**config.mk**
```make
export PLATFORM = sky130hd
export DESIGN_NAME = usb_audio_i2s_bridge
export DESIGN_NICKNAME = d
export VERILOG_FILES = /design/src/rtl/usb_audio_i2s_bridge.sv
export SDC_FILE = /design/constraint.sdc
export NUM_CORES = 1
export LEC_CHECK = 0
export BUFFER_PORTS_ARGS = -buffer_cell sky130_fd_sc_hd__clkbuf_2
export CAP_MARGIN = 20
export CELL_PAD_IN_SITES_DETAIL_PLACEMENT = 0
export CELL_PAD_IN_SITES_GLOBAL_PLACEMENT = 2
export CORE_MARGIN = 1
export CORE_UTILIZATION = 35
export DETAILED_ROUTE_END_ITERATION = 16
export MAX_ROUTING_LAYER = met4
export PLACE_DENSITY_LB_ADDON = 0.1
export SLEW_MARGIN = 5
export SYNTH_ARGS = -nofsm -noshare
export SYNTH_HDL_FRONTEND = slang
export SYNTH_SLANG_ARGS = --single-unit
```
**constraint.sdc**
```tcl
create_clock -name clk -period 2.7 [get_ports clk]
set_input_delay 0.135 -clock clk [delete_from_list [all_inputs] [get_ports clk]]
set_output_delay 0.135 -clock clk [all_outputs]
set_load 0.01 [all_outputs]
```
**src/rtl/usb_audio_i2s_bridge.sv**
```systemverilog
`default_nettype none
// +--------------------------------------------------------------------------+
// | usb_audio_i2s_bridge: PCM strobe/sample port to I2S master (DAC + ADC).  |
// | Optional I2S_LEFT_JUSTIFIED_EN selects left-justified serial format.     |
// | Revision: 1.0                                                            |
// +--------------------------------------------------------------------------+
module usb_audio_i2s_bridge #(
  parameter int FRAME_CYCLES   = 1250,
  parameter int RX_UPDATE_SLOT = 56
) (
  input  logic        rstn,
  input  logic        clk,
  input  logic        audio_en,
  input  logic [15:0] audio_lo,
  input  logic [15:0] audio_ro,
  output logic [15:0] audio_li,
  output logic [15:0] audio_ri,
  output logic        i2s_bclk,
  output logic        i2s_lrck,
  output logic        i2s_sdout,
  input  logic        i2s_sdin
);

  localparam logic [10:0] c_ACC_STEP = 11'd128;
  localparam logic [10:0] c_FRAME    = 11'(FRAME_CYCLES);
  localparam logic [6:0]  c_UPDATE_H = 7'(2 * RX_UPDATE_SLOT);

  typedef enum logic [0:0] {
    ST_IDLE = 1'b0,
    ST_RUN  = 1'b1
  } state_t;

  state_t      r_state;
  logic [10:0] r_acc;
  logic [6:0]  r_h;
  logic [31:0] r_tx;
  logic [15:0] r_rx_l;
  logic [15:0] r_rx_r;
  logic [1:0]  r_sync;
  logic        r_sdout;

  logic [10:0] w_acc_sum;
  logic        w_tick;
  logic [6:0]  w_h_next;
  logic [4:0]  w_s_next;
  logic [15:0] w_word_next;
  logic        w_s_in_range;
  logic        w_tx_bit;

  // Everything below is evaluated for the half-bit position the next tick enters.
  always_comb begin
    w_acc_sum   = r_acc + c_ACC_STEP;
    w_tick      = (r_state == ST_RUN) && (w_acc_sum >= c_FRAME);
    w_h_next    = r_h + 7'd1;
    w_s_next    = w_h_next[5:1];
    w_word_next = w_h_next[6] ? r_tx[31:16] : r_tx[15:0];
`ifdef I2S_LEFT_JUSTIFIED_EN
    w_s_in_range = ~w_s_next[4];
    w_tx_bit     = w_word_next[4'd15 - w_s_next[3:0]];
`else
    w_s_in_range = (w_s_next >= 5'd1) && (w_s_next <= 5'd16);
    w_tx_bit     = w_word_next[4'(5'd16 - w_s_next)];
`endif
  end

  always_ff @(posedge clk or negedge rstn) begin
    if (!rstn) begin
      r_state  <= ST_IDLE;
      r_acc    <= '0;
      r_h      <= '0;
      r_tx     <= '0;
      r_rx_l   <= '0;
      r_rx_r   <= '0;
      r_sync   <= '0;
      r_sdout  <= 1'b0;
      audio_li <= '0;
      audio_ri <= '0;
    end else begin
      r_sync <= {r_sync[0], i2s_sdin};
      if (audio_en) begin
        r_state <= ST_RUN;
        r_acc   <= '0;
        r_h     <= '0;
        r_tx    <= {audio_ro, audio_lo};
`ifdef I2S_LEFT_JUSTIFIED_EN
        r_sdout <= audio_lo[15];
`else
        r_sdout <= 1'b0;
`endif
      end else if (r_state == ST_RUN) begin
        if (w_tick) begin
          r_acc <= w_acc_sum - c_FRAME;
          r_h   <= w_h_next;
          if (!w_h_next[0]) begin
            r_sdout <= w_s_in_range & w_tx_bit;
            if (w_h_next == c_UPDATE_H) begin
              audio_li <= r_rx_l;
              audio_ri <= r_rx_r;
            end
          end else if (w_s_in_range) begin
            if (w_h_next[6]) r_rx_r <= {r_rx_r[14:0], r_sync[1]};
            else             r_rx_l <= {r_rx_l[14:0], r_sync[1]};
          end
        end else begin
          r_acc <= w_acc_sum;
        end
      end
    end
  end

  assign i2s_bclk  = r_h[0];
  assign i2s_lrck  = r_h[6];
  assign i2s_sdout = r_sdout;

endmodule
`default_nettype wire

```
; ---- Word-level counts from Yosys, hierarchy flattened
; Cells that the tools add are included.
[classes]
n_addsub = 4
order_cmp = 4
eq_ne = 2
n_mux = 13
bitwise = 4
reduce_logical = 9
[op_table]
columns = operator, n
row1 = $mux W11, 3
row2 = $mux W7, 3
row3 = $mux W16, 1
row4 = $reduce_and A6 Y1, 2
row5 = $add A11 B8 Y11 const B, 1
row6 = $ge A11 B11 Y1 const B, 1
row7 = $sub A11 B11 Y11 const B, 1
row8 = $add A7 B1 Y7 const B, 1
row9 = $eq A7 B7 Y1 const B, 1
row10 = $ge A5 B1 Y1 const B, 1
row11 = $le A5 B5 Y1 const B, 1
row12 = $lt A4 B5 Y1 const B, 1
row13 = $mux W1, 5
row14 = $reduce_and A5 Y1, 1
row15 = $bmux W1 S4, 1
row16 = $reduce_bool A2 Y1, 2
row17 = $sub A1 B4 Y4 const A, 1
row18 = $not A1 Y1, 3
row19 = $reduce_and A3 Y1, 1
row20 = $logic_and A1 B1 Y1, 2
row21 = $ne A2 B2 Y1 const B, 1
row22 = $reduce_and A2 Y1, 1
row23 = $and A1 B1 Y1, 1
[totals]
register_bits = 118
inputBits = 36
elab_cells = 46

; ---- Logic depth before layout (Yosys ltp)
; Gate-level depths: netlist of run 1.
[depth]
ltp_word = 9
ltp_mapped = 12
depth_no_buf = 10

; ---- Worst setup path after synthesis of run 1
; Ideal clock, no wire load.
[synth_timing]
kind = register to register
start = register r_h[0]
end = register r_sdout, in the netlist i2s_sdout
t_arrival_ns = 2.539
path_slack_ns = 0.095
stages_incl_launch_ff = 13
n_path_buf = 2
period_less_slack_ns = 2.605
cell_sequence = dfrtp_1 ha_1 buf_4 xnor2_1 ha_1 clkbuf_1 nor2b_1 o2111ai_1 nand2_1 a41o_1 a2111o_1 o32ai_1 a41o_1
[synth_via]
elab_chain_len = 9
word_cells_on_any_way = 15
cone_classes = 2 x add/sub / 2 x order compare / 1 x eq/ne / 7 x mux / 1 x bitwise / 2 x reduce/logical
[synth_lines]
columns = element, line_no
row1 = "start, declared", 35  ; logic [6:0] r_h;
row2 = "start signal, assigned", 93  ; r_h <= w_h_next;
row3 = $add A7 B1 Y7 (*), 54  ; w_h_next = r_h + 7'd1;
row4 = $sub A1 B4 Y4 / $mux W16 (equally long branches), "62, 56"
row5 = $bmux W1 S4, 62  ; w_tx_bit = w_word_next[4'(5'd16 - w_s_next)];
row6 = $mux W1 (implied by the code), 62
row7 = $and A1 B1 Y1, 95  ; r_sdout <= w_s_in_range & w_tx_bit;
row8 = $mux W1, 94  ; if (!w_h_next[0]) begin
row9 = $mux W1, 91  ; if (w_tick) begin
row10 = $mux W1, 90  ; end else if (r_state == ST_RUN) begin
row11 = $mux W1, 80  ; if (audio_en) begin
row12 = "end signal, assigned", 95
row13 = "end, declared", 40  ; logic r_sdout;
; Every way passes the cells marked *; elsewhere a longest branch is shown, timed or not. The select of a mux whose other input is x is not followed.
; A chain may end at the register's enable or synchronous reset.

; ---- Final worst setup path of run 1
[layout_timing]
start = register r_h[1]
end = register r_sdout, in the netlist i2s_sdout
[layout_via]
elab_chain_len = 9
word_cells_on_any_way = 13
cone_classes = 2 x add/sub / 2 x order compare / 7 x mux / 1 x bitwise / 1 x reduce/logical
[layout_lines]
columns = element, line_no
row1 = $add A7 B1 Y7 (*), 54
row2 = $sub A1 B4 Y4 / $mux W16 (equally long branches), "62, 56"
row3 = $bmux W1 S4, 62
row4 = $mux W1 (implied by the code), 62
row5 = $and A1 B1 Y1 (*), 95
row6 = $mux W1 (*), 94
row7 = $mux W1 (*), 91
row8 = $mux W1 (*), 90
row9 = $mux W1 (*), 80
; Marked as above.

==> results of run 1 <==
[power groups by stage]
stage                     registers, mW  clock network [mW]  logic [mW]
after floorplan                    1.86                   0       0.120
after global placement             1.88                   0       0.207
after detailed placement           1.88                   0       0.209
after CTS                          1.85                2.38       0.248
after global routing               1.86                2.46       0.279
final                              1.85                2.31       0.248
[worst max-delay path, cell delays in order (launching register included)]
cell,delay (ps)
dfrtp_2,470
ha_4,210
xnor2_2,160
ha_1,270
xor2_2,180
xnor2_2,350
o2111ai_2,170
a311oi_2,310
o32ai_1,130
a41o_1,250
[per-layer routing]
metal,vias to the layer above,part of all wire,GRT usage
li1,1844,-,-
met1,1942,0.48,0.2183
met4,0,0.013,0.06990
met2,82,0.47,0.2555
met3,13,0.043,0.04732
met5,-,0,-
[what timing repair did]
action / CTS / global route
hold endpoints to repair: 84 / 0
endpoints found under the setup margin: 1 / 65
resized for setup: 1 / 17
pin swaps: 0 / 4
hold buffers: 34 / 0
[Yosys cell counts, types with 2 or more instances]
cell type,count
buf_2,4
inv_1,10
nor3b_1,2
o2111ai_1,3
nand2_1,20
and3_1,5
o31a_1,2
a21oi_1,13
a31oi_1,2
nand3_1,11
o21ai_1,5
mux2_2,34
buf_4,8
ha_1,7
nand3b_1,2
a2111oi_0,4
mux2_1,63
dfrtp_1,117
a311oi_1,2
nor2_1,25
mux2i_1,4
nor4_1,3
nor2b_1,3
clkbuf_1,10
or2_2,2
nand4_2,2
a221oi_1,2
buf_1,2
or3_1,6
nand2b_1,7
nor3_1,5
a41o_1,2
o32ai_1,2
xor2_1,5
o21ai_0,8
a211oi_1,3
xnor2_1,12
[registers in the layout, indices dropped and copies added (netlist names)]
register	cells
audio_li	16
audio_ri	16
i2s_sdout	1
r_acc	10
r_h	7
r_rx_l	16
r_rx_r	16
r_state	1
r_sync	2
r_tx	32
[final cells by class]
type | count | area [sq um]
repair buffers | 127 | 915.9
flip-flops and latches | 117 | 2930
clock inverters | 15 | 180.2
multi-input cells | 289 | 2514
fillers | 1414 | 8048
well taps | 211 | 264.0
clock buffers | 17 | 425.4
inverters | 10 | 37.54
[logic make-up after synthesis]
group                    synth area share
XOR/XNOR                          0.02695
multiplexers                       0.2050
AO/OA/AOI/OAI                     0.08562
adder cells (fa/ha/maj)           0.01585
buffers and inverters             0.03149
flip-flops                         0.5300
AND/OR/NAND/NOR                    0.1051
[how the worst max path moves through the flow]
stage	from	endpoint	slack, ps	cells after the start
after floorplan	r_h[0]$_DFFE_PN0P_	i2s_sdout$_DFFE_PN0P_	100	12
after global placement	r_h[1]$_DFFE_PN0P_	i2s_sdout$_DFFE_PN0P_	10	10
after detailed placement	r_h[1]$_DFFE_PN0P_	i2s_sdout$_DFFE_PN0P_	20	10
after CTS	r_h[1]$_DFFE_PN0P_	i2s_sdout$_DFFE_PN0P_	4	9
after global routing	r_h[1]$_DFFE_PN0P_	i2s_sdout$_DFFE_PN0P_	-40	9
final	r_h[1]$_DFFE_PN0P_	i2s_sdout$_DFFE_PN0P_	90	9
==> PnR_summary.wiki, run 1 <==
{| class="wikitable"
! Metric !! Value
|-
| Outcome || finished, final reports clean
|-
| Overflow after GRT || 0
|-
| Total DRC errors in the routed layout || 0
|-
| Power after layout || 4.405 mW
|-
| Overall die area || 16290 sq um
|-
| Slew at the pin closest to its max-slew limit || 721.4 ps
|-
| Max Freq || 0.3830 GHz
|-
| Biggest area contributors in the synthesized netlist || dfrtp_1 53%, mux2_1 13%, mux2_2 6.9%
|-
| Core footprint || 15310 sq um
|-
| EDFF count, synth || 0
|-
| TritonCTS clock tree || yes
|-
| Synth area leader || dfrtp_1
|-
| Kind of critical path || flip-flop to flip-flop
|-
| # H-tree levels || 4
|-
| First-pass GRT wire length || 20750 um
|-
| Final Worst Setup Slack || 88.86 ps
|-
| Post-Route WL || 12230 um
|-
| Starting density of the core || 0.3607
|-
| Number of buffers created by CTS || 17
|-
| Number of setup violations in the final report || 0
|-
| Tightest Hold Check Type || primary input to flip-flop
|-
| Clk Latency, worst-skew pair || 420 ps
|-
| Crit path time final || 2611 ps
|-
| Worst r2r path cells || 9
|-
| Syn-to-layout area delta || 31.55%
|-
| Count of antenna-violating nets left after detailed routing || 0
|-
| Post CTS Setup Buffer Count || 0
|-
| Synthesized instance count || 441
|-
| Sequential area share after synthesis || 0.5300
|-
| Hold Fails Final Rpt || 0
|-
| Placement-stage worst setup slack || 22.74 ps
|-
| Maximum number of pins on one net before global-route repair || 67
|-
| Final standard cell count with taps included and fillers excluded || 786
|-
| Average wire per cell in the routed design || 15.56 um
|-
| RePlAce Congestion || 0.7840
|-
| Buffers on Ports || 70
|-
| Post-layout instance area || 7267 sq um
|-
| Maximum fanout along the worst path || 6
|-
| Clock root buffer || clkbuf_16
|-
| Instance area after placement || 6227 sq um
|-
| Switching power share of the total || 0.2410
|-
| Final antenna diode count || 0
|-
| Max-cap check violation count || 0
|-
| Leakage power || 3.449 nW
|-
| Detailed-routing iteration count for the pre-antenna-repair pass || 4
|-
| Detailed-route vias per instance || 4.938
|-
| Yosys Warn Count || 0
|-
| Total track usage || 0.1707
|-
| Worst Hold Launch || audio_en
|-
| Average cell area after synthesis || 12.53 sq um
|-
| Worst hold slack || 149.8 ps
|-
| Die extent in x || 127.6 um
|-
| Combined area of all synthesized cells || 5524 sq um
|-
| Hold EP || i2s_sdout$_DFFE_PN0P_
|-
| Most used flip-flop cell after synthesis || dfrtp_1
|-
| Data arrival time of the worst path || 2910 ps
|-
| Power Density || 606.1 nW/um^2
|-
| Placed cell count || 720
|-
| Max Clock Skew || 8.779 ps
|-
| CP required || 3000 ps
|-
| Worst hold path cell count || 3
|-
| Die H || 127.6 um
|-
| Pins Over Slew Limit || 0
|-
| Commonest cells after routing, fill and taps aside || 115 x dfrtp_1, 69 x clkbuf_2, 63 x mux2_1, 34 x mux2_2, 34 x dlygate4sd3_1
|-
| Final Cycle Share || 0.9671
|-
| Initial antenna violation count || 0
|-
| Number of global-route vias before repair || 4026
|-
| Via count || 3881
|-
| Fraction of post-synthesis cell area in the top cell type by area || 0.5300
|-
| Post-synth net total || 484
|-
| Number of nets in the layout || 605
|-
| Cell row count || 45
|-
| Worst ir drop on vdd || 589.6 uV
|-
| Worst setup EP type || flip-flop
|-
| Proportion of power drawn by flip-flops and latches || 0.420
|-
| Power Internal || 3.343 mW
|-
| Boundary Pins || 71
|-
| Max transition margin || 0.5191
|-
| Total clock sinks || 117
|-
| Switching power || 1.061 mW
|-
| Total half-perimeter wirelength after legalization and detailed placement || 8191 um
|-
| Crit Reg-Reg Endpoint || i2s_sdout$_DFFE_PN0P_
|-
| Most common cell after layout, fill and taps aside || dfrtp_1
|-
| Combinational share of power || 0.056
|-
| Worst-case clock buffer depth || 2
|-
| Fraction of registers with async set or reset after synthesis || 1.000
|-
| Setup TNS || 0 ps
|-
| Clock input transition at the sequential cells of the worst setup and hold paths || 60 ps
|-
| Kind of launch point of the worst setup path || flip-flop
|-
| Synthesis-stage register bit count || 117
|-
| Critical R2R Launch || r_h[1]$_DFFE_PN0P_
|-
| Setup slack, reg-to-reg || 90 ps
|-
| Iteration-0 DRC Markers || 227
|-
| Count of unique library cells instantiated by Yosys || 61
|-
| Clock power share || 0.524
|-
| Fraction of the core area covered by cells at the end of the flow || 0.4745
|-
| Share of final-layout standard cells stronger than drive strength 1 || 0.3217
|}
(Power assumes the default switching activity.)
==> run 2: changes to the inputs <==
Settings changed: PLACE_DENSITY set to 0.84, PLACE_DENSITY_LB_ADDON 0.1 to not set, SETUP_SLACK_MARGIN set to 0.3.
==> PnR_summary.wiki, run 2 (synthesis gave the netlist of run 1 again) <==
{| class="wikitable"
! Metric !! Value
|-
| DR top layer || met4
|-
| Total DRC errors in the routed layout || 0 (unchanged)
|-
| Clk Latency, worst-skew pair || 410 ps (about the same)
|-
| Family with the most delay on the worst path || simple AND/OR/NAND/NOR gates
|-
| Starting density of the core || 0.3607 (unchanged)
|-
| Setup slack, reg-to-reg || 290 ps (+200 ps)
|-
| Worst ir drop on vdd || 581.8 uV (-1.3%)
|-
| Clock root buffer || clkbuf_16
|-
| Instance area after placement || 6208 sq um (-0.30%)
|-
| Instance count on the critical path || 8 (-1)
|-
| Syn-to-layout area delta || 40.59%
|-
| Max transition margin || 0.6804 (+0.1613)
|-
| Number of buffers created by CTS || 17 (unchanged)
|-
| Clock input transition at the sequential cells of the worst setup and hold paths || 60 ps (about the same)
|-
| Final-layout fill cell count || 1307 (-7.6%)
|-
| CP required || 3000 ps (about the same)
|-
| First-pass GRT wire length || 20880 um (+0.63%)
|-
| Max Clock Skew || 9.039 ps (+0.2596 ps)
|-
| Most common cell after layout, fill and taps aside || dfrtp_1
|-
| Number of global-route vias before repair || 4071 (+1.1%)
|-
| Count of antenna-violating nets left after detailed routing || 0 (unchanged)
|-
| CP endpoint || i2s_sdout$_DFFE_PN0P_
|-
| Total clock sinks || 117 (unchanged)
|-
| Commonest cells after routing, fill and taps aside || 113 x dfrtp_1, 69 x clkbuf_2, 34 x dlygate4sd3_1, 33 x mux2_1, 33 x mux2_2
|-
| Maximum fanout along the worst path || 9 (+3)
|-
| Max FFs per register || 32 (unchanged)
|-
| Via count || 3998 (+3.0%)
|-
| RePlAce Congestion || 0.8665 (+11%)
|-
| Core footprint || 15310 sq um (unchanged)
|-
| Post-Route WL || 13270 um (+8.5%)
|-
| Overflow after GRT || 0 (unchanged)
|-
| Pins Over Slew Limit || 0 (unchanged)
|-
| Final Cycle Share || 0.8916 (-0.07548)
|-
| Cells along the critical path || ha_4, nand4_4, or3_4, nand2_4, mux2_2, o31ai_1, o32ai_2, a41o_1
|-
| Worst r2r path cells || 8 (-1)
|-
| Die extent in x || 127.6 um (unchanged)
|-
| First element of the critical path || r_h[1]$_DFFE_PN0P_
|-
| Met3 routed WL || 583 um (+12%)
|-
| Outcome || finished, final reports clean
|-
| Leakage power || 3.668 nW (+6.3%)
|-
| Total half-perimeter wirelength after legalization and detailed placement || 7853 um (-4.1%)
|-
| Number of nets in the layout || 620 (+2.5%)
|-
| Share of final-layout standard cells stronger than drive strength 1 || 0.4356 (+0.1139)
|-
| Number of setup violations in the final report || 0 (unchanged)
|-
| Cell row count || 45 (unchanged)
|-
| Most flop-heavy register || r_tx
|-
| Overall die area || 16290 sq um (unchanged)
|-
| Tightest Hold Check Type || primary input to asynchronous set/reset pin
|-
| Initial antenna violation count || 0 (unchanged)
|-
| Crit path time final || 2407 ps (-203.8 ps)
|-
| Met2 wire length || 6384 um (+11%)
|-
| Placement-stage worst setup slack || 71.22 ps (+48.48 ps)
|-
| Average wire per cell in the routed design || 16.57 um (+6.5%)
|-
| Max Freq || 0.4154 GHz (+8.5%)
|-
| Worst Path Buf+Inv || 0 (unchanged)
|-
| Kind of launch point of the worst setup path || flip-flop
|-
| Crit Reg-Reg Endpoint || i2s_sdout$_DFFE_PN0P_
|-
| Maximum number of pins on one net before global-route repair || 83 (+24%)
|-
| Total track usage || 0.1710 (+0.0002359)
|-
| Slew at the pin closest to its max-slew limit || 479.4 ps (-242.0 ps)
|-
| Cell with the biggest individual delay on the critical path || dfrtp_2
|-
| RSZ-0062 raised after global routing || true
|-
| Delay of the slowest critical-path stage || 420 ps (-50 ps)
|-
| Iteration-0 DRC Markers || 207 (-8.8%)
|-
| Power after layout || 4.294 mW (-2.5%)
|-
| Power Density || 552.9 nW/um^2 (-8.8%)
|-
| Critical R2R Launch || r_h[1]$_DFFE_PN0P_
|-
| TritonCTS clock tree || yes
|-
| Kind of critical path || flip-flop to flip-flop
|-
| Detailed-route vias per instance || 4.991 (+1.1%)
|-
| Final Worst Setup Slack || 292.7 ps (+203.8 ps)
|-
| Hold Fails Final Rpt || 0 (unchanged)
|-
| Worst-case clock buffer depth || 2 (unchanged)
|-
| Worst hold slack || 215.1 ps (+65.22 ps)
|-
| Final antenna diode count || 0 (unchanged)
|-
| Setup TNS || 0 ps (unchanged)
|-
| Detailed-routing iteration count for the pre-antenna-repair pass || 5 (+1)
|-
| Max-cap check violation count || 0 (unchanged)
|-
| Post-layout instance area || 7766 sq um (+6.9%)
|-
| Data arrival time of the worst path || 2710 ps (-200 ps)
|-
| Buffers on Ports || 70 (unchanged)
|-
| Worst setup EP type || flip-flop
|-
| # H-tree levels || 4 (unchanged)
|-
| Routed metal-1 wire length || 6118 um (+5.2%)
|-
| Die H || 127.6 um (unchanged)
|-
| Boundary Pins || 71 (unchanged)
|}
## run 2: per-stage QoR
step           cells    util
2_1_floorplan    441       -
3_3_place_gp     715  0.4054
3_5_place_dp     715  0.4054
4_1_cts          794  0.4806
5_1_grt          801  0.5071
6_report         801  0.5071
## run 2: report_power, final
part | internal (mW) | switching, mW | total, mW | leakage [nW]
registers | 1.81 | 0.0383 | 1.85 | 1.54
logic | 0.142 | 0.121 | 0.263 | 1.85
clock network | 1.29 | 0.891 | 2.18 | 0.277
total | 3.24 | 1.05 | 4.29 | 3.67
## run 2: how the worst min path moves through the flow
stage | slack (ps) | endpoint
floorplan | -160 | audio_li[0]$_DFFE_PN0P_
global placement | 120 | audio_li[10]$_DFFE_PN0P_
detailed placement | 120 | audio_li[10]$_DFFE_PN0P_
CTS | 210 | r_h[4]$_DFFE_PN0P_
global route | 250 | audio_li[10]$_DFFE_PN0P_
finish | 220 | audio_li[10]$_DFFE_PN0P_
## run 2: layer usage
layer / global-route usage / vias up
li1: - / 1873
met1: 0.2174 / 2033
met2: 0.2636 / 80
met3: 0.04816 / 12
met4: 0.05536 / 0
met5: - / -
## run 2: cell type report
class / count / area [sq um] / share of cell area
clock inverters: 14 / 145.1 / 0.01869
repair buffers: 142 / 1151 / 0.1482
multi-input cells: 289 / 2806 / 0.3614
flip-flops and latches: 117 / 2933 / 0.3776
clock buffers: 18 / 429.2 / 0.05526
inverters: 10 / 37.54 / 0.004833
well taps: 211 / 264.0 / 0.03399
## run 2: repair_timing
action                                 CTS  global route
gates cloned                             1             4
setup endpoints to repair               65            65
pin swaps                               13            21
buffers inserted                        12             3
hold buffers                            34             0
endpoints found under the hold margin   68             0
gates resized for setup                 25            58
==> run 3: changes to the inputs <==
Settings changed: CORE_UTILIZATION 35 to 39, PLACE_DENSITY 0.84 to 0.88.
Clock period 2.7 ns to 2.6 ns, I/O delays scaled along.
==> PnR_summary.wiki, run 3 (synthesis gave the netlist of run 1 again) <==
{| class="wikitable"
! Metric !! Value
|-
| Max Clock Skew || 12.80 ps (+3.757 ps)
|-
| Setup slack, reg-to-reg || 100 ps (-190 ps)
|-
| Cell row count || 43 (-4.4%)
|-
| Number of buffers created by CTS || 17 (unchanged)
|-
| Fraction of the core area covered by cells at the end of the flow || 0.5627 (+0.05556)
|-
| First-pass GRT wire length || 21700 um (+3.9%)
|-
| Leakage power || 3.605 nW (-1.7%)
|-
| Clk Latency, worst-skew pair || 420 ps (about the same)
|-
| RSZ-0062 raised after global routing || true
|-
| Number of nets in the layout || 627 (+1.1%)
|-
| RePlAce Congestion || 0.8454 (-2.4%)
|-
| Total half-perimeter wirelength after legalization and detailed placement || 7774 um (-1.0%)
|-
| Overflow after GRT || 0 (unchanged)
|-
| Number of setup violations in the final report || 0 (unchanged)
|-
| Average wire per cell in the routed design || 17.52 um (+5.8%)
|-
| Worst r2r path cells || 10 (+2)
|-
| Slew at the pin closest to its max-slew limit || 535.7 ps (+56.29 ps)
|-
| Die H || 121.0 um (-5.2%)
|-
| Pins Over Slew Limit || 0 (unchanged)
|-
| Boundary Pins || 71 (unchanged)
|-
| Clock input transition at the sequential cells of the worst setup and hold paths || 50 ps (about the same)
|-
| CP endpoint || i2s_sdout$_DFFE_PN0P_
|-
| Crit path time final || 2502 ps (+94.80 ps)
|-
| Iteration-0 DRC Markers || 226 (+9.2%)
|-
| Max-cap check violation count || 0 (unchanged)
|-
| First element of the critical path || r_h[1]$_DFFE_PN0P_
|-
| Core footprint || 13830 sq um (-9.7%)
|-
| Hold Fails Final Rpt || 0 (unchanged)
|-
| Max FFs per register || 32 (unchanged)
|-
| Detailed-routing iteration count for the pre-antenna-repair pass || 4 (-1)
|-
| Count of antenna-violating nets left after detailed routing || 0 (unchanged)
|-
| Worst ir drop on vdd || 527.6 uV (-9.3%)
|-
| Starting density of the core || 0.3995 (+0.03881)
|-
| Global-route met2 utilization || 0.3143 (+0.05070)
|-
| # H-tree levels || 4 (unchanged)
|-
| Via count || 4040 (+1.1%)
|-
| Met3 track demand over resource in global routing || 0.06626 (+0.01810)
|-
| Cell with the biggest individual delay on the critical path || dfrtp_2
|-
| Final Worst Setup Slack || 97.86 ps (-194.8 ps)
|-
| Kind of critical path || flip-flop to flip-flop
|-
| Final Cycle Share || 0.9624 (+0.07075)
|-
| Clock root buffer || clkbuf_16
|-
| Commonest cells after routing, fill and taps aside || 112 x dfrtp_1, 69 x clkbuf_2, 34 x mux2_2, 34 x dlygate4sd3_1
|-
| Critical R2R Launch || r_h[1]$_DFFE_PN0P_
|-
| Max Freq || 0.3997 GHz (-3.8%)
|-
| Post-Route WL || 13580 um (+2.3%)
|-
| Delay of the slowest critical-path stage || 440 ps (+20 ps)
|-
| Crit Reg-Reg Endpoint || i2s_sdout$_DFFE_PN0P_
|-
| Power after layout || 4.381 mW (+2.0%)
|-
| Most common cell after layout, fill and taps aside || dfrtp_1
|-
| Kind of launch point of the worst setup path || flip-flop
|-
| Cells along the critical path || ha_4, xnor2_4, ha_4, or2_2, a2111oi_1, nor2_1, o2111ai_2, a311oi_2, o32ai_2, a41o_1
|-
| Total track usage || 0.2005 (+0.02954)
|-
| Maximum fanout along the worst path || 7 (-2)
|-
| Share of final-layout standard cells stronger than drive strength 1 || 0.4437 (+0.008104)
|-
| Top Usage Layer GRT || met2
|-
| Most flop-heavy register || r_tx
|-
| Maximum number of pins on one net before global-route repair || 56 (-33%)
|-
| Syn-to-layout area delta || 40.84%
|-
| Outcome || finished, final reports clean
|-
| Met1 demand-to-capacity share in global routing || 0.2356 (+0.01821)
|-
| Power Density || 563.1 nW/um^2 (+1.8%)
|-
| Total DRC errors in the routed layout || 0 (unchanged)
|-
| Number of global-route vias before repair || 4226 (+3.8%)
|-
| Total clock sinks || 117 (unchanged)
|-
| TritonCTS clock tree || yes
|-
| Max transition margin || 0.6403 (-0.04009)
|-
| Data arrival time of the worst path || 2850 ps (+140 ps)
|-
| Final antenna diode count || 0 (unchanged)
|-
| Worst-case clock buffer depth || 2 (unchanged)
|-
| Buffers on Ports || 70 (unchanged)
|-
| Die extent in x || 121.0 um (-5.2%)
|-
| Detailed-route vias per instance || 5.213 (+4.4%)
|-
| Tightest Hold Check Type || primary input to flip-flop
|-
| CP required || 2950 ps (-50 ps)
|-
| Placement-stage worst setup slack || -194.7 ps (-266.0 ps)
|-
| Worst setup EP type || flip-flop
|-
| Most Frequent Cell on Critical Path || ha_4
|-
| Initial antenna violation count || 0 (unchanged)
|-
| Overall die area || 14640 sq um (-10%)
|}
run 3: cell count changes in the layout (fill, tap and decap cells not counted), moves of 4 or more:
cell / before / now
xnor2_2: 0 / 4
clkinv_2: 1 / 5
clkbuf_16: 21 / 17
buf_4: 26 / 32
run 3: worst min-delay path by stage:
stage	startpoint	end	depth (start not counted)
after floorplan	rstn	audio_li[0]$_DFFE_PN0P_	0
after global placement	rstn	r_tx[12]$_DFFE_PN0P_	1
after detailed placement	rstn	r_tx[8]$_DFFE_PN0P_	1
after CTS	audio_en	r_acc[5]$_DFFE_PN0P_	2
after global routing	audio_en	r_acc[1]$_DFFE_PN0P_	2
final	audio_en	r_acc[5]$_DFFE_PN0P_	2
run 3: final cells by class:
class	count	area, sq um
sequential	117	2934
timing repair buffer	148	1175
tap	180	225.2
clock inverter	9	80.08
clock buffer	21	470.5
fill	1078	6047
inverter	10	37.54
multi-input combinational	290	2858
run 3: repair_timing:
item | CTS | global route
hold endpoints to repair | 69 | 0
resized for setup | 72 | 19
hold buffers | 34 | 0
endpoints found under the setup margin | 66 | 67
pin swaps | 10 | 13
setup buffers | 19 | 1
gates cloned | 4 | 0
run 3: metal layers:
layer  part of all wire  vias to the layer above
li1                   -                     1892
met1               0.43                     2026
met2               0.50                       93
met3              0.050                       29
met4              0.023                        0
met5                  0                        -
run 3: critical path: cells and delay by family, from the launching register on:
kind	cells	cell delay (ps)
flip-flops	1	440
AND/OR/NAND/NOR	2	440
adder cells (fa/ha/maj)	2	470
XOR/XNOR	1	230
AO/OA/AOI/OAI	5	830
run 3: per-stage QoR:
| step | setup TNS (ps) | instances | hold WS, ps | instance area (sq um) |
|---|---|---|---|---|
| finish | 0 | 775 | 72.56 | 7780 |
| global route | 0 | 775 | 98.47 | 7780 |
| CTS | 0 | 774 | 63.41 | 7660 |
| global placement | -124.9 | 687 | 132.3 | 6192 |
| detailed placement | -194.7 | 687 | 145.4 | 6192 |
| floorplan | 0 | 441 | -165.6 | 5568 |
run 3: where the power goes:
group	internal [mW]	switching (mW)	leakage, nW
clock	1.37	0.802	0.274
combinational	0.153	0.134	1.79
sequential	1.88	0.0434	1.54
